[config.mk]
export PLATFORM = sky130hd
export DESIGN_NAME = time_setter
export DESIGN_NICKNAME = d
export VERILOG_FILES = /design/src/rtl/clock_pkg.sv /design/src/rtl/btn_conditioner.sv /design/src/rtl/time_setter.sv
export SDC_FILE = /design/constraint.sdc
export NUM_CORES = 1
export LEC_CHECK = 0
export ABC_CLOCK_PERIOD_IN_PS = 6660
export BUFFER_PORTS_ARGS = -buffer_cell sky130_fd_sc_hd__buf_4
export CAP_MARGIN = 20
export CORE_ASPECT_RATIO = 1.4
export CORE_MARGIN = 5
export CORE_UTILIZATION = 65
export CTS_BUF_LIST = sky130_fd_sc_hd__clkbuf_8
export CTS_CLUSTER_SIZE = 30
export DETAILED_ROUTE_END_ITERATION = 12
export GPL_TIMING_DRIVEN = 0
export HOLD_SLACK_MARGIN = 0.12
export PLACE_DENSITY_LB_ADDON = 0.1
export SYNTH_ARGS = -nofsm -noshare
export SYNTH_HDL_FRONTEND = slang
export SYNTH_SLANG_ARGS = --single-unit
[constraint.sdc]
create_clock -name clk -period 6.66 [get_ports clk]
set_input_delay 0.666 -clock clk [delete_from_list [all_inputs] [get_ports clk]]
set_output_delay 0.666 -clock clk [all_outputs]
set_load 0.005 [all_outputs]
[src/rtl/clock_pkg.sv]
// Shared encodings and field limits for the time-entry controller.
package clock_pkg;

  typedef enum logic [1:0] {
    RUN      = 2'd0,
    EDIT_HR  = 2'd1,
    EDIT_MIN = 2'd2
  } state_t;

  localparam logic [1:0] FIELD_RUN = 2'b00;
  localparam logic [1:0] FIELD_HR  = 2'b01;
  localparam logic [1:0] FIELD_MIN = 2'b10;

  localparam logic [7:0] MAX_HR24 = 8'd23;
  localparam logic [7:0] MAX_HR12 = 8'd11;
  localparam logic [7:0] MAX_MIN  = 8'd59;

endpackage

[src/rtl/btn_conditioner.sv]
// Synchronizes a debounced button, emits a 1-cycle press pulse and,
// optionally, auto-repeat pulses while the button stays held.
module btn_conditioner #(
  parameter bit          REPEAT_EN     = 1'b1,
  parameter int unsigned REPEAT_DELAY  = 25_000_000,
  parameter int unsigned REPEAT_PERIOD = 5_000_000,
  parameter int unsigned CW            = 32
) (
  input  logic clk,
  input  logic RESET,
  input  logic btn,
  output logic pulse
);

  localparam logic [CW-1:0] REP_D   = CW'(REPEAT_DELAY);
  localparam logic [CW-1:0] REP_P   = CW'(REPEAT_PERIOD);
  localparam logic [CW-1:0] CNT_ONE = CW'(1);

  logic          sync_p0, sync_p1, prev_p2;
  logic [CW-1:0] holdCnt;
  logic          repeating;
  logic          repTick;

  // holdCnt equals the number of cycles since the press pulse, so the first
  // repeat lands REPEAT_DELAY cycles after the press step.
  always_comb begin
    repTick = 1'b0;
    if (REPEAT_EN && sync_p1)
      repTick = repeating ? (holdCnt == REP_P) : (holdCnt == REP_D);
  end

  assign pulse = (sync_p1 & ~prev_p2) | repTick;

  always_ff @(posedge clk) begin
    if (RESET) begin
      sync_p0   <= 1'b0;
      sync_p1   <= 1'b0;
      prev_p2   <= 1'b0;
      holdCnt   <= '0;
      repeating <= 1'b0;
    end else begin
      // synchronizer -> edge-detect stage
      sync_p0 <= btn;
      sync_p1 <= sync_p0;
      prev_p2 <= sync_p1;
      if (!REPEAT_EN || !sync_p1) begin
        holdCnt   <= '0;
        repeating <= 1'b0;
      end else if (repTick) begin
        holdCnt   <= CNT_ONE;
        repeating <= 1'b1;
      end else begin
        holdCnt <= holdCnt + CNT_ONE;
      end
    end
  end

endmodule

[src/rtl/time_setter.sv]
// Pushbutton hours/minutes editor that stops the time block while editing
// and reloads it with the edited value on the enOUT rising edge.
module time_setter
  import clock_pkg::*;
#(
  parameter int unsigned REPEAT_DELAY  = 25_000_000,
  parameter int unsigned REPEAT_PERIOD = 5_000_000,
  parameter int unsigned TIMEOUT       = 500_000_000,
  parameter int unsigned CW            = 32
) (
  input  logic        clk,
  input  logic        RESET,
  input  logic        btnSet,
  input  logic        btnUp,
  input  logic        btnDown,
  input  logic [15:0] timeIN_24,
  output logic        enOUT,
  output logic [15:0] dataOUT_24,
  output logic [15:0] dataOUT_12,
  output logic [1:0]  editField
);

  localparam logic [CW-1:0] IDLE_LAST = CW'(TIMEOUT - 1);
  localparam logic [CW-1:0] CNT_ONE   = CW'(1);

  function automatic logic [7:0] wrapInc(input logic [7:0] v, input logic [7:0] maxV);
    return (v == maxV) ? 8'd0 : v + 8'd1;
  endfunction

  function automatic logic [7:0] wrapDec(input logic [7:0] v, input logic [7:0] maxV);
    return (v == 8'd0) ? maxV : v - 8'd1;
  endfunction

  function automatic logic [7:0] hrTo12(input logic [7:0] h);
    return (h > MAX_HR12) ? h - 8'd12 : h;
  endfunction

  logic setP, upP, downP;

  btn_conditioner #(.REPEAT_EN(1'b0), .REPEAT_DELAY(REPEAT_DELAY),
                    .REPEAT_PERIOD(REPEAT_PERIOD), .CW(CW))
    uSet  (.clk(clk), .RESET(RESET), .btn(btnSet),  .pulse(setP));
  btn_conditioner #(.REPEAT_EN(1'b1), .REPEAT_DELAY(REPEAT_DELAY),
                    .REPEAT_PERIOD(REPEAT_PERIOD), .CW(CW))
    uUp   (.clk(clk), .RESET(RESET), .btn(btnUp),   .pulse(upP));
  btn_conditioner #(.REPEAT_EN(1'b1), .REPEAT_DELAY(REPEAT_DELAY),
                    .REPEAT_PERIOD(REPEAT_PERIOD), .CW(CW))
    uDown (.clk(clk), .RESET(RESET), .btn(btnDown), .pulse(downP));

  state_t        state, stateNext;
  logic [7:0]    hr, hrNext, min, minNext;
  logic [CW-1:0] idleCnt, idleNext;
  logic          stepUp, stepDn, anyP;

  assign stepUp = upP & ~downP;
  assign stepDn = downP & ~upP;
  assign anyP   = setP | upP | downP;

  always_comb begin
    stateNext = state;
    hrNext    = hr;
    minNext   = min;
    idleNext  = '0;
    enOUT     = 1'b0;
    editField = FIELD_RUN;
    case (state)
      RUN: begin
        enOUT = 1'b1;
        if (setP) begin
          stateNext = EDIT_HR;
          hrNext    = (timeIN_24[15:8] > MAX_HR24) ? 8'd0 : timeIN_24[15:8];
          minNext   = (timeIN_24[7:0]  > MAX_MIN)  ? 8'd0 : timeIN_24[7:0];
        end
      end
      EDIT_HR: begin
        editField = FIELD_HR;
        if (setP)        stateNext = EDIT_MIN;
        else if (stepUp) hrNext    = wrapInc(hr, MAX_HR24);
        else if (stepDn) hrNext    = wrapDec(hr, MAX_HR24);
      end
      EDIT_MIN: begin
        editField = FIELD_MIN;
        if (setP)        stateNext = RUN;
        else if (stepUp) minNext   = wrapInc(min, MAX_MIN);
        else if (stepDn) minNext   = wrapDec(min, MAX_MIN);
      end
      default: stateNext = RUN;
    endcase
    // Idle timeout commits whatever is being edited.
    if (state != RUN && !anyP) begin
      if (idleCnt == IDLE_LAST) stateNext = RUN;
      else                      idleNext  = idleCnt + CNT_ONE;
    end
  end

  always_ff @(posedge clk) begin
    if (RESET) begin
      state      <= RUN;
      hr         <= 8'd0;
      min        <= 8'd0;
      idleCnt    <= '0;
      dataOUT_24 <= 16'd0;
      dataOUT_12 <= 16'd0;
    end else begin
      state      <= stateNext;
      hr         <= hrNext;
      min        <= minNext;
      idleCnt    <= idleNext;
      // output register stage: lags hr/min by one cycle
      dataOUT_24 <= {hr, min};
      dataOUT_12 <= {hrTo12(hr), min};
    end
  end

endmodule
Yosys cells after proc, flatten, opt, wreduce, memory -nomap -nowiden --
Cells that the tools add are included. Widths: inputs -> output; s select.
Cells by class: reduce and logical (&&, ||, !) cells 15, bitwise operators 17, eq/ne operators 14, add/sub/neg operators 8, muxes and demuxes 31, magnitude comparators 3
Operators with widths (count):
- $mux 8 | 15
- $add 32x1->32 const B | 3
- $eq 32x23->1 const B | 2
- $eq 32x25->1 const B | 2
- $eq 32x29->1 const B | 1
- $pmux 8 s2 | 2
- $add 8x1->8 const B | 2
- $logic_not 8->1 | 2
- $sub 8x1->8 const B | 2
- $mux 2 | 5
- $reduce_or 3->1 | 3
- $eq 8x5->1 const B | 1
- $eq 8x6->1 const B | 1
- $gt 8x4->1 const B | 1
- $gt 8x5->1 const B | 1
- $gt 8x6->1 const B | 1
- $not 1->1 | 8
- $reduce_and 4->1 | 2
- $sub 8x4->8 const B | 1
- $mux 1 | 7
- $ne 2x2->1 const B | 3
- $ne 3x3->1 const B | 2
- $pmux 2 s3 | 1
- $reduce_bool 2->1 | 3
- 9 further kinds | 17
Storage, ports and cells: bits in registers 157, output and inout port bits 35, word-level logic and storage cells 109, input port bits 21

Logic depth before layout (Yosys ltp) --
Gate-level depths: netlist of run 1.
depth in word-level cells 10, depth in mapped cells 14, mapped depth without buffers 13

By module --
Synthesis of run 1 repeated with hierarchy kept, for this count alone.
Second synthesis, totals: cells, all modules 910, area, all modules 7772.5 um2
Modules (own cells, without submodules):
- time_setter | instances 1, cells an instance 491, area each 4031.4 um2, seq. area each 1441.4 um2
- btn_conditioner at uDown ... | instances 2, cells an instance 206, area each 1826.8 um2, seq. area each 720.7 um2
- btn_conditioner at uSet | instances 1, cells an instance 7, area each 87.6 um2, seq. area each 60.1 um2

Worst setup path after synthesis of run 1 --
Ideal clock, no wire load.
path kind register -> register, start point reg uDown.holdCnt[16], end point reg hr[3], cell stages (with the launch flop) 12, path buffers 1, library setup time 0.092 ns, slack 3.648 ns, data arrival time 2.920 ns, data required time 6.568 ns, period minus slack after synthesis 3.012 ns, cells stage by stage dfxtp_1 -> or4b_1 -> or4_4 -> a2111oi_4 -> nor2_1 -> ha_1 -> clkbuf_1 -> inv_1 -> and2_1 -> a221oi_1 -> o221a_2 -> nor4_1
On the way: longest elaborated chain between the ends 9, elaborated cells on any way between the ends 13, those cells by class eq/ne (3); mux (5); bitwise (4); reduce/logical (1)
RTL lines:
- from (decl) | line btn_conditioner.sv:20 | logic [CW-1:0] holdCnt;
- from (signal assigned) | line btn_conditioner.sv:53 | holdCnt <= holdCnt + CNT_ONE;
- $eq 32x25->1 / $eq 32x23->1 (equally long branches) | line btn_conditioner.sv:29 | repTick = repeating ? (holdCnt == REP_P) : (holdCnt == REP_D);
- $mux 1 (*) | line btn_conditioner.sv:29
- $mux 1 (*) | line btn_conditioner.sv:28 | if (REPEAT_EN && sync_p1)
- $or 1x1->1 (*) | line btn_conditioner.sv:32 | assign pulse = (sync_p1 & ~prev_p2) | repTick;
- $not 1->1 | line time_setter.sv:55 | assign stepUp = upP & ~downP;
- $and 1x1->1 | line time_setter.sv:55
- $mux 8 | line time_setter.sv:78 | else if (stepUp) hrNext = wrapInc(hr, MAX_HR24);
- $mux 8 | line time_setter.sv:77 | if (setP) stateNext = EDIT_MIN;
- $pmux 8 s2 | line time_setter.sv:66 | case (state)
- to (signal assigned) | line time_setter.sv:106 | hr <= hrNext;
- to (decl) | line time_setter.sv:51 | logic [7:0] hr, hrNext, min, minNext;
Every way passes the cells marked *; elsewhere a longest branch is shown, timed or not. The select of a mux whose other input is x is not followed. A chain may end at the register's enable or synchronous reset.

Worst setup path in the final report of run 1 --
start point reg uUp.holdCnt[20], end point reg hr[3]
On the way: longest elaborated chain between the ends 8, elaborated cells on any way between the ends 13, those cells by class eq/ne (3); mux (5); bitwise (4); reduce/logical (1)
RTL lines (line):
- from (decl) | btn_conditioner.sv:20
- from (signal assigned) | btn_conditioner.sv:53
- $eq 32x25->1 / $eq 32x23->1 (equally long branches) | btn_conditioner.sv:29
- $mux 1 (*) | btn_conditioner.sv:29
- $mux 1 (*) | btn_conditioner.sv:28
- $or 1x1->1 (*) | btn_conditioner.sv:32
- $and 1x1->1 / $not 1->1 (equally long branches) | time_setter.sv:55, time_setter.sv:56
- $mux 8 / $and 1x1->1 (equally long branches) | time_setter.sv:78, time_setter.sv:56
- $mux 8 / $ne 3x3->1 (equally long branches)
- $pmux 8 s2 / $reduce_and 4->1 (equally long branches)
Marks and branches as above.

==> out/qor.yml, run 1 <==
coreArea_um2: 10750
io_pins: 56
synth.top_cells.by_count: "nor2_1 (159), dfxtp_1 (147), nand2_1 (58)"
grt_pass1_wl_um: 27010
ir_drop_uv: 175.0
tightest_slew_ns: 0.7518
cts_buffers: 17
leakage_nw: 2.819
yosysSeqAreaShare: 0.4169
status: "finished with violations"
dr.first_iter.drc_count: 281
multi_input_area_um2: 3762
finalCriticalPeriod_ns: 3.644
cts_tree: "built"
synth_area_um2: 7058
hp-class: "flip-flop to flip-flop"
hold_viol: 0
rsz0062_at_grt: "no"
cts_sinks: 147
initial_utilization: 0.6563
crit_fanout: 10
finalNetCount: 951
slew_headroom: 0.4942
cts_hold_buf: 0
first_pass_iters: 10
ys_ff_latch: 147
cp_slowest_cell: "a2111o_1"
seq_area_um2: 2943
avgSynthCellArea_um2: 8.412
skew_ns: 0.01103
synthMostInstantiatedCell: "nor2_1"
critPathRequiredTime_ns: 7.01
antenna_found_initial: 0
slew_violations: 0
synth_edf_count: 0
postRouteAntennaNets: 0
swShare: 0.2569
postCtsSetupBuffers: 0
path_class: "flip-flop to flip-flop"
route.detailed.drc: 1
crit_chain: "nand4_1, or4_1, a2111o_1, nand2_1, ha_1, clkbuf_1, inv_1, nor2_1, a221oi_1, o221a_2, nor4_1"
powerDensity_nw_per_um2: 215.3
h-tree-depth: 4
yosysTopAreaCell: "dfxtp_1"
holdWs_ns: 0.4419
fin_crit_sh: 0.5471
setup_tns_ns: 0
power.share.clock: 0.408
yosysWarnings: 0
grt_max_degree: 17
wirelength_um: 16050
dp_slack_ns: 3.059
synth_top_area_share: 0.4169
overflow: 0
wl_per_cell_um: 15.04
clk_pin_slew_ns: 0.09
die_area_um2: 13070
vias: 6195
p_seq_frac: 0.517
crit_path_start_kind: "flip-flop"
combPwrFrac: 0.075
clk_path_buf_depth: 2
syn-num-nets: 876
syn_inst: 839
vias_per_cell: 5.806
rows: 45
synth_flop_cell: "dfxtp_1"
crit_arrival_ns: 3.99
net-switching-power_uw: 445.2
intPower_mw: 1.288
setup_viol: 0
die_width_um: 98.07
insertion_delay_ns: 0.45
first_global_vias: 6059
areaGrowthSynthToFinish_pct: 14.08
worstSetupEndpointType: "flip-flop"
grt_use_total: 0.2471
synth.area.top_cells: "dfxtp_1 (42%), nor2_1 (8.5%), xor2_1 (6.7%), xnor2_1 (6.2%), nand2_1 (3.1%)"
fillers: 838
n_antenna_cell: 0
cp_top_family: "simple AND/OR/NAND/NOR gates"
violations: "design-rule violations"
drive_above_1_share: 0.1210
max_freq_mhz: 274.4
synthArstFlopShare: 0
dpl.hpwl_um: 11810
max_cap_viol_count: 0
cpPeakStageDelay_ns: 0.51
synth_cell_types: 60
cts-root-buf: "clkbuf_8"
gp_congestion: 0.9382
die_y_um: 133.3
cts_resized: 0
place.port_buffers: 54
postLayoutSetupSlackWorst_ns: 3.016
crit_buf_inv: 2
[cells in the final DEF, fill, tap and decap left out, types with 4 or more instances in the layout]
cell      count
nor4_1       16
nor4b_1       9
or4_1         7
buf_2         5
or3_1         6
xor2_1       54
buf_6         4
nor2_1      159
inv_6         5
o21ai_0      18
clkbuf_8     17
xnor2_1      50
nor2b_1      18
ha_1         16
a21oi_1      22
clkbuf_1     26
and2_1        5
nand4_1      32
nand2b_1      8
nor3_1       16
inv_1        30
dfxtp_1     147
and4_1        4
and3_1       14
a211oi_1      5
buf_4        64
nand3_1      41
nand2_1      58
o22ai_1       5
[power by group through the flow]
stage / sequential [mW] / combinational, mW / clock [mW]
floorplan: 0.915 / 0.0857 / 0
global placement: 0.916 / 0.123 / 0
detailed placement: 0.916 / 0.127 / 0
CTS: 0.896 / 0.128 / 0.718
global route: 0.898 / 0.142 / 0.762
finish: 0.896 / 0.129 / 0.708
[layout make-up]
type | count | share of cell area
Sequential cell | 147 | 0.3655
Inverter | 30 | 0.01399
Timing Repair Buffer | 56 | 0.05159
Clock inverter | 14 | 0.02082
Multi-Input combinational cell | 617 | 0.4673
Tap cell | 141 | 0.02191
Buffer | 45 | 0.02984
Clock buffer | 17 | 0.02906
[final timing paths]
check,startpoint,cells past startpoint,end,slack (ns)
max,uUp.holdCnt[20],11,hr[3],3.02
min,uSet.sync_p0,1,uSet.sync_p1,0.44
max reg2reg,uUp.holdCnt[20],11,hr[3],3.02
min reg2reg,uSet.sync_p0,1,uSet.sync_p1,0.44
[per-layer routing]
layer,share of wire,routed length (µm),track usage
met5,0,0,0
met2,0.52,8355,0.4511
met3,0.055,883,0.06024
met4,0.033,536,0.1101
met1,0.39,6269,0.2670
[cell families (layout without fill, tap and decap cells)]
logic type,Yosys count,in the layout,share of synthesized area
XOR/XNOR,104,104,0.1291
buffers and inverters,75,162,0.04999
flip-flops,147,147,0.4169
adder cells (fa/ha/maj),16,16,0.02836
AND/OR/NAND/NOR,412,412,0.2920
AO/OA/AOI/OAI,82,82,0.07943
multiplexers,3,3,0.004255
[state kept, by name, indices dropped and copies added, names as in the netlist, 2 cells and up]
name,cells
uDown.holdCnt,32
uUp.holdCnt,32
state,2
min,8
dataOUT_12,6
idleCnt,32
dataOUT_24,16
hr,8
[per-stage QoR]
| stage | total power, mW | cells | util | area (µm²) |
|---|---|---|---|---|
| 2_1_floorplan | 1.001 | 839 | - | 7058 |
| 3_3_place_gp | 1.039 | 1034 | 0.7104 | 7640 |
| 3_5_place_dp | 1.043 | 1034 | 0.7104 | 7640 |
| 4_1_cts | 1.741 | 1065 | 0.7478 | 8041 |
| 5_1_grt | 1.801 | 1067 | 0.7487 | 8051 |
| 6_report | 1.733 | 1067 | 0.7487 | 8051 |
Power figures use the tool's default switching activity.
==> run 2, diff against run 1 <==
Settings changed: ABC_CLOCK_PERIOD_IN_PS 6660 to 3770, CORE_UTILIZATION 65 to 62.
Clock period 6.66 ns to 3.77 ns, I/O delays scaled along.
==> out/qor.yml, run 2 (synthesis results as in run 1) <==
grt_pass1_wl_um: 26740  # was 27,010 µm
die_width_um: 100.2  # was 98.07 µm
cts-root-buf: "clkbuf_8"  # unchanged
antenna_found_initial: 0  # unchanged
first_pass_iters: 7  # was 10
path_class: "flip-flop to flip-flop"  # unchanged
worst-r2r-cell-count: 11  # unchanged
setup_viol: 0  # unchanged
hold_start: "btnSet"  # was uSet.sync_p0
crit_path_start_kind: "flip-flop"  # unchanged
postRouteAntennaNets: 0  # unchanged
gp_congestion: 0.9350  # was 0.9382
areaGrowthSynthToFinish_pct: 14.00  # was 14.08%
crit_chain: "or4b_1, or4_4, a2111oi_4, nor2_1, ha_1, clkbuf_1, inv_2, and2_2, a221oi_1, o221a_2, nor4_1"  # was nand4_1, or4_1, a2111o_1, nand2_1, ha_1, clkbuf_1, inv_1, nor2_1, a221oi_1, o221a_2, nor4_1
dr.first_iter.drc_count: 336  # was 281
powerDensity_nw_per_um2: 374.0  # was 215.3 nW/µm²
cts_sinks: 147  # unchanged
status: "complete, no violations"  # was finished with violations
p_total_mw: 3.009  # was 1.733 mW
crit_buf_inv: 2  # unchanged
rows: 46  # was 45
fin_crit_sh: 0.9420  # was 0.5471
die_y_um: 136.2  # was 133.3 µm
slew_headroom: 0.4715  # was 0.4942
rrSetupSlack_ns: 0.22  # was 3.02 ns
cpPeakStageDelay_ns: 0.45  # was 0.51 ns
cts_hold_buf: 0  # unchanged
hold_end: "uSet.sync_p0"  # was uSet.sync_p1
critPathRequiredTime_ns: 4.10  # was 7.01 ns
insertion_delay_ns: 0.44  # was 0.45 ns
grt_use_total: 0.2409  # was 0.2471
vias_per_cell: 5.752  # was 5.806
place.port_buffers: 54  # unchanged
hp-class: "input pin to flip-flop"  # was flip-flop to flip-flop
setup_tns_ns: 0  # unchanged
leakage_nw: 2.830  # was 2.819 nW
tightest_slew_ns: 0.7855  # was 0.7518 ns
n_antenna_cell: 0  # unchanged
postCtsSetupBuffers: 0  # unchanged
max_freq_mhz: 281.6  # was 274.4 MHz
cts_buffers: 17  # unchanged
hold_viol: 0  # unchanged
rsz0062_at_grt: "no"  # unchanged
overflow: 0  # unchanged
timing.rr.start: "uDown.holdCnt[16]"  # was uUp.holdCnt[20]
reg2reg_to: "hr[3]"  # unchanged
cp_slowest_cell: "dfxtp_1"  # was a2111o_1
holdPathStages: 2  # was 1
grt_max_degree: 17  # unchanged
drive_above_1_share: 0.1273  # was 0.1210
die_area_um2: 13650  # was 13,070 µm²
skew_ns: 0.009967  # was 0.01103 ns
coreArea_um2: 11220  # was 10,750 µm²
dpl.hpwl_um: 12010  # was 11,810 µm
wirelength_um: 16370  # was 16,050 µm
reg_top3: "idleCnt: 32 flops, uDown.holdCnt: 32 flops, uUp.holdCnt: 32 flops"  # unchanged
wl_per_cell_um: 15.28  # was 15.04 µm
clk_path_buf_depth: 2  # unchanged
final_cell_mix: "nor2_1 (158), dfxtp_1 (147), buf_4 (64)"  # was nor2_1 (159), dfxtp_1 (147), buf_4 (64)
finalNetCount: 951  # unchanged
crit_arrival_ns: 3.89  # was 3.99 ns
cp_top_family: "simple AND/OR/NAND/NOR gates"  # unchanged
first_global_vias: 5947  # was 6,059
cts_resized: 0  # unchanged
crit_fanout: 10  # unchanged
layout_commonest_cell: "nor2_1"  # unchanged
slew_violations: 0  # unchanged
io_pins: 56  # unchanged
worstSetupEndpointType: "flip-flop"  # unchanged
max_cap_viol_count: 0  # unchanged
route.detailed.drc: 0  # was 1
finalCriticalPeriod_ns: 3.551  # was 3.644 ns
vias: 6160  # was 6,195
h-tree-depth: 4  # unchanged
ir_drop_uv: 334.9  # was 175.0 µV
cts_tree: "built"  # unchanged
initial_utilization: 0.6289  # was 0.6563
clk_pin_slew_ns: 0.08  # was 0.09 ns
setup.worst_path.start: "uDown.holdCnt[16]"  # was uUp.holdCnt[20]
[run 2: cell count changes in the layout (fill, tap and decap cells not counted), sizes merged]
cell      previous run  this run
buf                 75        73
inv                 37        36
bufinv               2         1
clkbuf              43        47
clkinv               3         5
clkinvlp             2         1
[run 2: area by class of cell]
cell class	instances	area, µm²
Clock inverter	13	123.9
Fill cell	911	3177
Inverter	30	112.6
Buffer	45	244.0
Multi-Input combinational cell	617	3766
Sequential cell	147	2943
Clock buffer	19	261.5
Timing Repair Buffer	56	415.4
Tap cell	144	180.2
[run 2: worst register-to-register path, stage by stage (launching register included)]
cell and delay [ns]:
dfxtp_1 0.45, or4b_1 0.45, or4_4 0.45, a2111oi_4 0.45
nor2_1 0.10, ha_1 0.19, clkbuf_1 0.24, inv_2 0.22
and2_2 0.25, a221oi_1 0.11, o221a_2 0.30, nor4_1 0.22
[run 2: metal layers]
metal | wire length, µm | track usage
met5 | 0 | 0
met4 | 342 | 0.08689
met3 | 667 | 0.05441
met2 | 8679 | 0.4473
met1 | 6675 | 0.2641
[run 2: worst max-delay path by stage]
stage / to / slack (ns) / depth (start not counted)
6_report: hr[3] / 0.22 / 11
5_1_grt: hr[3] / 0.04 / 11
4_1_cts: hr[3] / 0.11 / 11
3_5_place_dp: hr[3] / 0.18 / 13
3_3_place_gp: hr[3] / 0.21 / 11
2_1_floorplan: hr[3] / 0.76 / 11
[run 2: power by group]
| part | internal, mW | switching, mW | total [mW] |
|---|---|---|---|
| clock network | 0.568 | 0.627 | 1.19 |
| logic | 0.101 | 0.130 | 0.231 |
| registers | 1.57 | 0.0138 | 1.58 |
| total | 2.24 | 0.771 | 3.01 |
[run 2: stage by stage]
stage                     hold WS (ns)  std cells  utilization  setup WS (ns)  instance area (µm²)
after global routing            0.1305       1071       0.7169        0.03513                 8046
final                           0.1444       1071       0.7169         0.2188                 8046
after detailed placement        0.4337       1037       0.6810         0.1759                 7644
after CTS                       0.1232       1069       0.7154         0.1113                 8029
after floorplan                 0.4138        839            -         0.7577                 7058
after global placement          0.4159       1037       0.6810         0.2142                 7644
==> run 3, diff against run 2 <==
Settings changed: CELL_PAD_IN_SITES_DETAIL_PLACEMENT set to 2, CELL_PAD_IN_SITES_GLOBAL_PLACEMENT set to 2, CORE_UTILIZATION 62 to 38, REMOVE_ABC_BUFFERS set to 1.
==> out/qor.yml, run 3 (synthesis results as in run 1) <==
crit_arrival_ns: 3.87  # was 3.89 ns
fin_crit_sh: 0.9397  # was 0.9420
wl_per_cell_um: 17.44  # was 15.28 µm
areaGrowthSynthToFinish_pct: 13.63  # was 14.00%
p_seq_frac: 0.520  # was 0.526
powerDensity_nw_per_um2: 381.2  # was 374.0 nW/µm²
layout_commonest_cell: "nor2_1"  # unchanged
ir_drop_uv: 188.2  # was 334.9 µV
leakage_nw: 2.739  # was 2.830 nW
dp.cells: 1096  # was 1,037
cts_tree: "built"  # unchanged
n_antenna_cell: 0  # unchanged
place.port_buffers: 55  # was 54
die_y_um: 171.3  # was 136.2 µm
final_cell_mix: "nor2_1 (158), dfxtp_1 (147), nand2_1 (58)"  # was nor2_1 (158), dfxtp_1 (147), buf_4 (64)
crit_fanout: 15  # was 10
max_freq_mhz: 282.3  # was 281.6 MHz
fillers: 2123  # was 911
power.share.clock: 0.407  # was 0.397
overflow: 0  # unchanged
grt_pass1_wl_um: 32800  # was 26,740 µm
first_pass_iters: 4  # was 7
layoutNonFillerInstCount: 1132  # was 1,071
finalCriticalPeriod_ns: 3.543  # was 3.551 ns
route.detailed.drc: 0  # unchanged
p_total_mw: 3.058  # was 3.009 mW
clk_path_buf_depth: 2  # unchanged
cts_buffers: 17  # unchanged
status: "complete, no violations"  # unchanged
intPower_mw: 2.261  # was 2.239 mW
reg_top3: "idleCnt: 32 flops, uDown.holdCnt: 32 flops, uUp.holdCnt: 32 flops"  # unchanged
io_pins: 56  # unchanged
insertion_delay_ns: 0.46  # was 0.44 ns
h-tree-depth: 4  # unchanged
antenna_found_initial: 0  # unchanged
die_width_um: 125.2  # was 100.2 µm
cp_top_family: "compound AO/OA/AOI/OAI gates"  # was simple AND/OR/NAND/NOR gates
drive_above_1_share: 0.1160  # was 0.1273
slew_violations: 0  # unchanged
die_area_um2: 21440  # was 13,650 µm²
utilization: 0.4346  # was 0.7169
tightest_slew_ns: 1.041  # was 0.7855 ns
swShare: 0.2606  # was 0.2561
slew_headroom: 0.3045  # was 0.4715
worstSetupEndpointType: "flip-flop"  # unchanged
coreArea_um2: 18460  # was 11,220 µm²
path_class: "flip-flop to flip-flop"  # unchanged
gp_congestion: 0.7875  # was 0.9350
cts_sinks: 147  # unchanged
rows: 59  # was 46
seq_area_um2: 2943  # unchanged
vias: 6036  # was 6,160
finalNetCount: 912  # was 951
cts-root-buf: "clkbuf_8"  # unchanged
dr.first_iter.drc_count: 178  # was 336
combPwrFrac: 0.073  # was 0.077
crit_path_start_kind: "flip-flop"  # unchanged
hp-class: "input pin to flip-flop"  # unchanged
clk_pin_slew_ns: 0.08  # about the same
multi_input_area_um2: 3779  # was 3766 µm²
net-switching-power_uw: 796.9  # was 770.7 µW
grt_max_degree: 46  # was 17
crit_chain: "or4b_1, or4_4, a2111oi_4, buf_4, nor2_1, ha_4, nor3b_1, o21a_2, a21boi_0, o221a_2, nor4_1"  # was or4b_1, or4_4, a2111oi_4, nor2_1, ha_1, clkbuf_1, inv_2, and2_2, a221oi_1, o221a_2, nor4_1
grt_use_total: 0.1853  # was 0.2409
critPathRequiredTime_ns: 4.09  # was 4.10 ns
max_cap_viol_count: 0  # unchanged
cpPeakStageDelay_ns: 0.48  # was 0.45 ns
final_cell_area_um2: 8020  # was 8046 µm²
initial_utilization: 0.3824  # was 0.6289
rsz0062_at_grt: "no"  # unchanged
skew_ns: 0.01541  # was 0.009967 ns
setup_viol: 0  # unchanged
dpl.hpwl_um: 14570  # was 12,010 µm
place_area_um2: 7576  # was 7644 µm²
wirelength_um: 19740  # was 16,370 µm
postRouteAntennaNets: 0  # unchanged
hold_viol: 0  # unchanged
vias_per_cell: 5.332  # was 5.752
first_global_vias: 6777  # was 5,947
crit_buf_inv: 1  # was 2
cp_slowest_cell: "or4b_1"  # was dfxtp_1
==> run 3: power groups by stage <==
stage | Combinational (mW) | Sequential (mW) | Clock [mW]
after floorplan | 0.131 | 1.62 | 0
after global placement | 0.207 | 1.63 | 0
after detailed placement | 0.221 | 1.63 | 0
after CTS | 0.223 | 1.59 | 1.29
after global routing | 0.248 | 1.59 | 1.36
final | 0.223 | 1.59 | 1.24
==> run 3: repair_timing <==
| action | in CTS | in global routing |
|---|---|---|
| endpoints found under the hold margin | 1 | 0 |
| gates resized for setup | 2 | 2 |
| setup endpoints to repair | 7 | 4 |
| buffers inserted | 0 | 1 |
| pin swaps | 0 | 1 |
| hold buffers | 1 | 0 |
==> run 3: layout make-up <==
cell class | count | share of cell area
repair buffers | 62 | 0.06115
flip-flops and latches | 147 | 0.3669
clock inverters | 15 | 0.01950
well taps | 244 | 0.03807
multi-input cells | 617 | 0.4711
clock buffers | 17 | 0.02917
inverters | 30 | 0.01404
==> run 3: path summary, 6_finish.rpt <==
path,from,end,slack [ns],depth (start not counted)
max reg2reg,uDown.holdCnt[16],hr[3],0.23,11
max,uDown.holdCnt[16],hr[3],0.23,11
min reg2reg,uDown.sync_p0,uDown.sync_p1,0.45,1
min,btnUp,uUp.sync_p0,0.17,2
==> run 3: layer usage <==
layer / share of wire / vias to the layer above / global-route usage / routed length, µm
met5: 0 / - / 0 / 0
met2: 0.56 / 70 / 0.3685 / 11090
met1: 0.40 / 2998 / 0.1929 / 7836
met4: 0.016 / 0 / 0.05896 / 322
met3: 0.025 / 29 / 0.03883 / 489
li1: - / 2939 / - / -
==> run 3: stage by stage <==
stage	worst slack [ns]	TNS (ns)	hold slack, ns
6_report	0.2274	0	0.1700
2_1_floorplan	0.6734	0	0.4138
5_1_grt	0.02943	0	0.1423
3_5_place_dp	-0.1881	-0.4260	0.4333
4_1_cts	0.1108	0	0.1445
3_3_place_gp	-0.06448	-0.1350	0.4210
